[config.mk]
export PLATFORM = sky130hd
export DESIGN_NAME = spi_master_gen
export DESIGN_NICKNAME = d
export VERILOG_FILES = /design/src/rtl/spi_master_gen.sv
export SDC_FILE = /design/constraint.sdc
export NUM_CORES = 1
export LEC_CHECK = 0
export BUFFER_PORTS_ARGS = -buffer_cell sky130_fd_sc_hd__buf_2
export CAP_MARGIN = 15
export CORE_MARGIN = 5
export CORE_UTILIZATION = 30
export DETAILED_ROUTE_END_ITERATION = 7
export PLACE_DENSITY = 0.51
export RECOVER_POWER = 100
export SLEW_MARGIN = 20
export SYNTH_ARGS = -nofsm -noshare
export SYNTH_HDL_FRONTEND = slang
export SYNTH_SLANG_ARGS = --single-unit
[constraint.sdc]
create_clock -name clk -period 5.95 [get_ports clk]
set_input_delay 0.8925 -clock clk [delete_from_list [all_inputs] [get_ports clk]]
set_output_delay 0.8925 -clock clk [all_outputs]
set_load 0.02 [all_outputs]
[src/rtl/spi_master_gen.sv]
`default_nettype none
// spi_master_gen: SPI master with one-hot chip select and per-frame CPOL/CPHA. Rev 1.0
// Optional macro SPI_MASTER_LOOPBACK_EN feeds the receive shifter from internal mosi.
module spi_master_gen #(
  parameter int DATA_W    = 12,
  parameter int N_SLAVES  = 4,
  parameter int CLK_DIV   = 6,
  parameter int LSB_FIRST = 1
) (
  input  logic                clk,
  input  logic                rst_n,
  input  logic                start,
  input  logic [DATA_W-1:0]   din,
  input  logic [N_SLAVES-1:0] slave_sel,
  input  logic                cpol,
  input  logic                cpha,
  input  logic                miso,
  output logic                sclk,
  output logic                mosi,
  output logic [N_SLAVES-1:0] cs_n,
  output logic                busy,
  output logic                done,
  output logic [DATA_W-1:0]   dout,
  output logic                err
);
  localparam int DIV_W  = $clog2(CLK_DIV);
  localparam int EDGE_W = $clog2(2 * DATA_W);
  localparam logic [DIV_W-1:0]  DIV_LAST  = DIV_W'(CLK_DIV - 1);
  localparam logic [EDGE_W-1:0] EDGE_LAST = EDGE_W'(2 * DATA_W - 1);

  typedef enum logic [1:0] {IDLE, SETUP, XFER, HOLD} state_t;

  state_t                state_q;
  logic [DIV_W-1:0]      div_cnt_q;
  logic [EDGE_W-1:0]     edge_cnt_q;
  logic                  sclk_q, mosi_q, busy_q, done_q, err_q, cpol_q, cpha_q;
  logic [N_SLAVES-1:0]   cs_n_q;
  logic [DATA_W-1:0]     tx_q, rx_q, dout_q;

  logic sel_onehot_d, div_tick_d, leading_d, last_edge_d, rx_in_d;

  function automatic logic tx_bit(input logic [DATA_W-1:0] w);
    return (LSB_FIRST != 0) ? w[0] : w[DATA_W-1];
  endfunction

  function automatic logic [DATA_W-1:0] tx_shift(input logic [DATA_W-1:0] w);
    return (LSB_FIRST != 0) ? (w >> 1) : (w << 1);
  endfunction

  function automatic logic [DATA_W-1:0] rx_shift(input logic [DATA_W-1:0] w, input logic b);
    return (LSB_FIRST != 0) ? {b, w[DATA_W-1:1]} : {w[DATA_W-2:0], b};
  endfunction

  assign sel_onehot_d = (slave_sel != '0) &&
                        ((slave_sel & (slave_sel - N_SLAVES'(1))) == '0);
  assign div_tick_d   = (div_cnt_q == DIV_LAST);
  // Edge counter is zero-based, so even values are leading edges.
  assign leading_d    = ~edge_cnt_q[0];
  assign last_edge_d  = (edge_cnt_q == EDGE_LAST);

`ifdef SPI_MASTER_LOOPBACK_EN
  // miso stays in the expression only so the port remains referenced; it never affects rx.
  assign rx_in_d = mosi_q | (miso & 1'b0);
`else
  assign rx_in_d = miso;
`endif

  always_ff @(posedge clk or negedge rst_n) begin
    if (!rst_n) begin
      state_q    <= IDLE;
      div_cnt_q  <= '0;
      edge_cnt_q <= '0;
      sclk_q     <= 1'b0;
      mosi_q     <= 1'b0;
      busy_q     <= 1'b0;
      done_q     <= 1'b0;
      err_q      <= 1'b0;
      cpol_q     <= 1'b0;
      cpha_q     <= 1'b0;
      cs_n_q     <= '1;
      tx_q       <= '0;
      rx_q       <= '0;
      dout_q     <= '0;
    end else begin
      done_q <= 1'b0;
      err_q  <= 1'b0;
      case (state_q)
        IDLE: begin
          if (start && sel_onehot_d) begin
            state_q    <= SETUP;
            busy_q     <= 1'b1;
            cs_n_q     <= ~slave_sel;
            cpol_q     <= cpol;
            cpha_q     <= cpha;
            sclk_q     <= cpol;
            div_cnt_q  <= '0;
            edge_cnt_q <= '0;
            rx_q       <= '0;
            // CPHA=0 presents the first bit before any sclk edge; CPHA=1 waits for the leading edge.
            if (cpha) begin
              mosi_q <= 1'b0;
              tx_q   <= din;
            end else begin
              mosi_q <= tx_bit(din);
              tx_q   <= tx_shift(din);
            end
          end else if (start) begin
            err_q <= 1'b1;
          end
        end
        SETUP: begin
          if (div_tick_d) begin
            state_q   <= XFER;
            div_cnt_q <= '0;
          end else begin
            div_cnt_q <= div_cnt_q + DIV_W'(1);
          end
        end
        XFER: begin
          if (div_tick_d) begin
            div_cnt_q  <= '0;
            sclk_q     <= ~sclk_q;
            edge_cnt_q <= last_edge_d ? '0 : edge_cnt_q + EDGE_W'(1);
            if (leading_d == ~cpha_q) begin
              rx_q <= rx_shift(rx_q, rx_in_d);
            end else if (cpha_q || !last_edge_d) begin
              mosi_q <= tx_bit(tx_q);
              tx_q   <= tx_shift(tx_q);
            end
            if (last_edge_d) state_q <= HOLD;
          end else begin
            div_cnt_q <= div_cnt_q + DIV_W'(1);
          end
        end
        HOLD: begin
          if (div_tick_d) begin
            state_q   <= IDLE;
            div_cnt_q <= '0;
            busy_q    <= 1'b0;
            done_q    <= 1'b1;
            cs_n_q    <= '1;
            mosi_q    <= 1'b0;
            dout_q    <= rx_q;
          end else begin
            div_cnt_q <= div_cnt_q + DIV_W'(1);
          end
        end
        default: state_q <= IDLE;
      endcase
    end
  end

  // Idle sclk tracks the live cpol input, but reset must still force it low.
  assign sclk = (state_q == IDLE) ? (cpol & rst_n) : sclk_q;
  assign mosi = mosi_q;
  assign cs_n = cs_n_q;
  assign busy = busy_q;
  assign done = done_q;
  assign dout = dout_q;
  assign err  = err_q;

endmodule
`default_nettype wire

* Word-level counts from Yosys, hierarchy flattened
Index checks and enable logic that the tools add are counted.
** Cells by class
- Add/subtract/negate cells :: 3
- Reduce and logical (&&, ||, !) cells :: 19
- Mux-type cells :: 44
- Bitwise operators :: 6
- Equality and inequality tests :: 14
** Operators with widths (number)
- 12-bit 2-to-1 mux :: 8
- 12-bit case mux with 2 select lines :: 2
- 2-bit != test (second input constant) :: 8
- 1-bit 2-to-1 mux :: 15
- 5-bit 2-to-1 mux :: 3
- 2-bit 2-to-1 mux :: 5
- 5-bit case mux with 2 select lines :: 1
- 5-bit AND reduction :: 2
- 4-bit 2-to-1 mux :: 2
- 2-bit case mux with 4 select lines :: 1
- 4-bit case mux with 2 select lines :: 1
- 3-bit 2-to-1 mux :: 2
- 3-bit case mux with 2 select lines :: 1
- 3-bit AND reduction :: 2
- 6-bit AND reduction :: 1
- 5-bit by 1-bit adder with 5-bit output (second input constant) :: 1
- 5-bit equality test (second input constant) :: 1
- 4-bit AND :: 1
- 2-bit equality test (second input constant) :: 2
- 4-bit zero test :: 1
- 4-bit NOT :: 1
- 1-bit case mux with 2 select lines :: 2
- 2-bit AND reduction :: 2
- 4-bit AND reduction :: 1
- other kinds (16) :: 20
** Word-level totals
- Flip-flop bits (word level) :: 56
- Bits of input ports :: 22
- Output and inout bits :: 21
- Logic and storage cells :: 99

* Longest topological paths before layout
- Word-level depth :: 7
- Mapped depth :: 9
- Depth with buffers taken out :: 7

* Worst setup path before layout
Ideal clock, no wire load.
- Kind :: input to register
- Start point :: in slave_sel[2]
- End point :: reg tx_q[0]
- Data required time :: 5825 ps
- Cell stages on the path :: 6
- Slack :: 3633 ps
- Setup time :: 125 ps
- Arrival :: 2192 ps
- Path buffers :: 1
- Cells stage by stage :: nor4b_1 -> o21ai_1 -> a21oi_4 -> nand2_4 -> buf_6 -> mux2_4
** Between the ends
- Longest elaborated chain between the ends :: 7
- Elaborated cells on any way between the ends :: 8
- Classes of those cells :: 1 x add/sub; 1 x eq/ne; 1 x bitwise; 5 x reduce/logical
** RTL lines
- start: declaration :: line 14 : input logic [N_SLAVES-1:0] slave_sel,
- 4-bit by 1-bit subtractor with 4-bit output :: line 55 : ((slave_sel & (slave_sel - N_SLAVES'(1))) == '0);
- 4-bit AND :: line 55
- 4-bit zero test :: line 55
- 1-bit logical AND (*) :: line 54 : assign sel_onehot_d = (slave_sel != '0) &&
- 1-bit logical AND (*) :: line 89 : if (start && sel_onehot_d) begin
- 2-bit != test (no line) (*)
- 5-bit AND reduction (no line) (*)
- end signal: assignment :: line 102 : tx_q <= din;
- end signal: assignment :: line 105 : tx_q <= tx_shift(din);
- end signal: assignment :: line 128 : tx_q <= tx_shift(tx_q);
- end: declaration :: line 38 : logic [DATA_W-1:0] tx_q, rx_q, dout_q;
Every way passes the cells marked *; elsewhere a longest branch is shown, timed or not.
A chain may end at the register's enable or synchronous reset.

* Final worst setup path
- Start point :: in rst_n
- End point :: out sclk
** Between the ends
- Longest elaborated chain between the ends :: 2
** RTL lines
- start: declaration :: line 11 : input logic rst_n,
- 1-bit AND :: line 154 : assign sclk = (state_q == IDLE) ? (cpol & rst_n) : sclk_q;
- 1-bit 2-to-1 mux :: line 154
- end: declaration :: line 18 : output logic sclk,
Every way passes these cells.

==> impl_results.md <==
- Status: completed
- TritonCTS Buffers: 5
- Total Wirelength: 5330 um
- Nets@finish: 318
- Vias in the first global route: 2095
- Vias after detailed routing: 1937
- Core footprint: 8810 um2
- Layout cells sized above 1: 16.1%
- CP max stage delay: 0.55 ns
- Clk Latency, worst-skew pair: 0.31 ns
- CP endpoint kind: primary output
- Register area share after synthesis: 51.6%
- Crit path time final: 2.91 ns
- I/O pin cnt: 43
- Clock root buffer: clkbuf_8
- Die Y: 105 um
- Critical path arrival: 2.01 ns
- # H-tree levels: 2
- Synth area leaders: dfrtp_1 48%, nand2_1 6.1%, mux2_2 5.8%
- Final TNS setup: 0 ns
- Crit-path max FO: 57
- # diodes: 0
- DRT antenna net count: 0
- Max_cap viols: 0
- Post-synth top area cell: dfrtp_1
- Postcts setup bufs: 0
- Peak VDD IR: 0.184 mV
- Rows: 34
- GRT Util Overall: 10.5%
- Yosys warns: 0
- Area of the multi-input gates: 1160 um2
- Setup crit start kind: input pin
- Clk buf depth: 2
- Cell with the most instances after synthesis: dfrtp_1
- Initial antenna violation count: 0
- Cells along the critical path: buf_2 -> buf_4 -> nand3_1 -> o21ai_0 -> clkbuf_1
- First-pass detailed-route iteration total: 4
- Starting Density: 31.0%
- Die area: 11100 um2
- Area share of the largest cell type after synthesis: 47.7%
- CTS clk-pin slew, worst paths: 0.09 ns
- # resized after CTS: 0
- DRC: 0
- Layout fillers: 912
- CP Class: in2out
- Syn Area/Cell: 10.8 um2
- Placement Cell Area: 3030 um2
- Synth top cells by count: 52 x dfrtp_1, 44 x nand2_1, 16 x o21ai_0
- CP Data Required Time: 5.06 ns
- Syn-to-layout area delta: 11.0%
- Post-DP HPWL: 3670 um
- Sequential cell area: 1410 um2
- Worst Max-Slew Pin Slew: 0.708 ns
- Gpl congestion: 0.771
- Distinct cells, synth: 46
- Clock skew: 0.0111 ns
- Largest net degree at the start of global routing: 58
- R2R Setup Slk: 3.31 ns
- Synth Instances: 252
- Slowest CP cell: buf_4
- RSZ-0062 raised after global routing: no
- Input/output buffers: 42
- Vias/cell: 4.84
- Horiz. Die Dim: 105 um
- Pwr dens: 427 nW/um2
- Register bit total from synthesis: 56
- Cell area after synthesis: 2730 um2
- Drt wl/cell: 13.3 um
- Final setup fails: 0
- CTS Hold Bufs: 0
- Min-Delay Path Class: reg2reg
- Top_reg_cell synth: dfrtp_1
- Max-slew headroom: 52.8%
- Final Hold Viols: 0
- Final Cell Area: 3030 um2
- CTS tree: done
- Clock sink count: 56
- Ys async rst share: 100%
- 1st-iter DRT viols: 98
- First-pass GRT wire length: 9740 um
- Pleak: 1.38 nW
- Tcrit/Tclk final: 48.8%
- Fin. max-slew vios: 0
- Max Clk Rate: 344 MHz
- Post-Syn Nets: 279
- Overflow left after global routing: 0
- EDFF count, synth: 0
through the flow:
stage          total power [W]  util (%)  instances  setup slack (ns)  hold slack (ns)
5_1_grt                0.00141      34.4        400              2.83            0.520
6_report               0.00129      34.4        400              3.04            0.497
4_1_cts                0.00140      35.4        400              3.03            0.504
3_3_place_gp           0.00118      34.4        392              3.05            0.477
2_1_floorplan          0.00105         -        252              3.63            0.452
3_5_place_dp           0.00118      34.4        392              3.03            0.481
power breakdown:
group	leakage (nW)	internal, W	switching [W]
logic	0.606	0.000203	0.000316
clock network	0.0456	0.0000843	0.000123
registers	0.731	0.000499	0.0000656
total	1.38	0.000787	0.000505
placed cells by master, fill, tap and decap left out, types with 4 or more instances in the layout:
cell type | Yosys | routed
nor2_1 | 12 | 12
mux2_1 | 3 | 12
mux2_2 | 14 | 14
mux2i_1 | 13 | 13
clkbuf_1 | 6 | 23
clkbuf_8 | 0 | 5
nand2_1 | 44 | 45
nand3_1 | 5 | 5
dfrtp_1 | 52 | 52
inv_1 | 10 | 10
ha_1 | 5 | 5
a2bb2oi_1 | 4 | 4
dfstp_2 | 4 | 4
buf_2 | 4 | 20
o21ai_0 | 16 | 29
critical path: cells and delay by family:
kind            cells  cell delay [ns]
simple gates        1             0.13
buf+inv             3             0.87
compound gates      1             0.10
flip-flops by register name, summed over array words and instances (netlist names):
name / flops
cs_n: 4
dout: 12
err: 1
edge_cnt_q: 5
mosi: 1
busy: 1
div_cnt_q: 3
rx_q: 12
sclk_q: 1
tx_q: 12
state_q: 2
done: 1
cpha_q: 1
layer usage:
layer	part of all wire [%]	vias up	GRT usage, %
li1	-	958	-
met1	47	944	13.1
met2	48	28	18.1
met3	3.7	7	2.38
met4	1.1	0	2.81
met5	0	-	0
logic make-up after synthesis:
group / count (synthesis) / synth area share, %
simple gates: 74 / 12.2
flops: 56 / 51.6
mux: 39 / 16.8
buf+inv: 22 / 3.49
xor+xnor: 2 / 0.643
fa+ha+maj: 5 / 2.29
compound gates: 54 / 13.0
area by class of cell:
type	instances	share of cell area, %
sequential	56	46.5
multi-input combinational	174	38.4
timing repair buffer	44	6.53
tap	108	4.46
clock buffer	6	2.40
inverter	10	1.24
clock inverter	2	0.455
worst paths after layout:
| check | endpoint | start | depth (start not counted) |
|---|---|---|---|
| max in group asynchronous | tx_q[8] | rst_n | 2 |
| min in group asynchronous | dout[1] | rst_n | 2 |
| worst min-delay path | tx_q[11] | tx_q[11] | 1 |
| worst min register to register | tx_q[11] | tx_q[11] | 1 |
| worst max-delay path | sclk | rst_n | 5 |
| worst max register to register | tx_q[5] | state_q[0] | 6 |
Note: power is estimated with default switching activity, not from simulation.
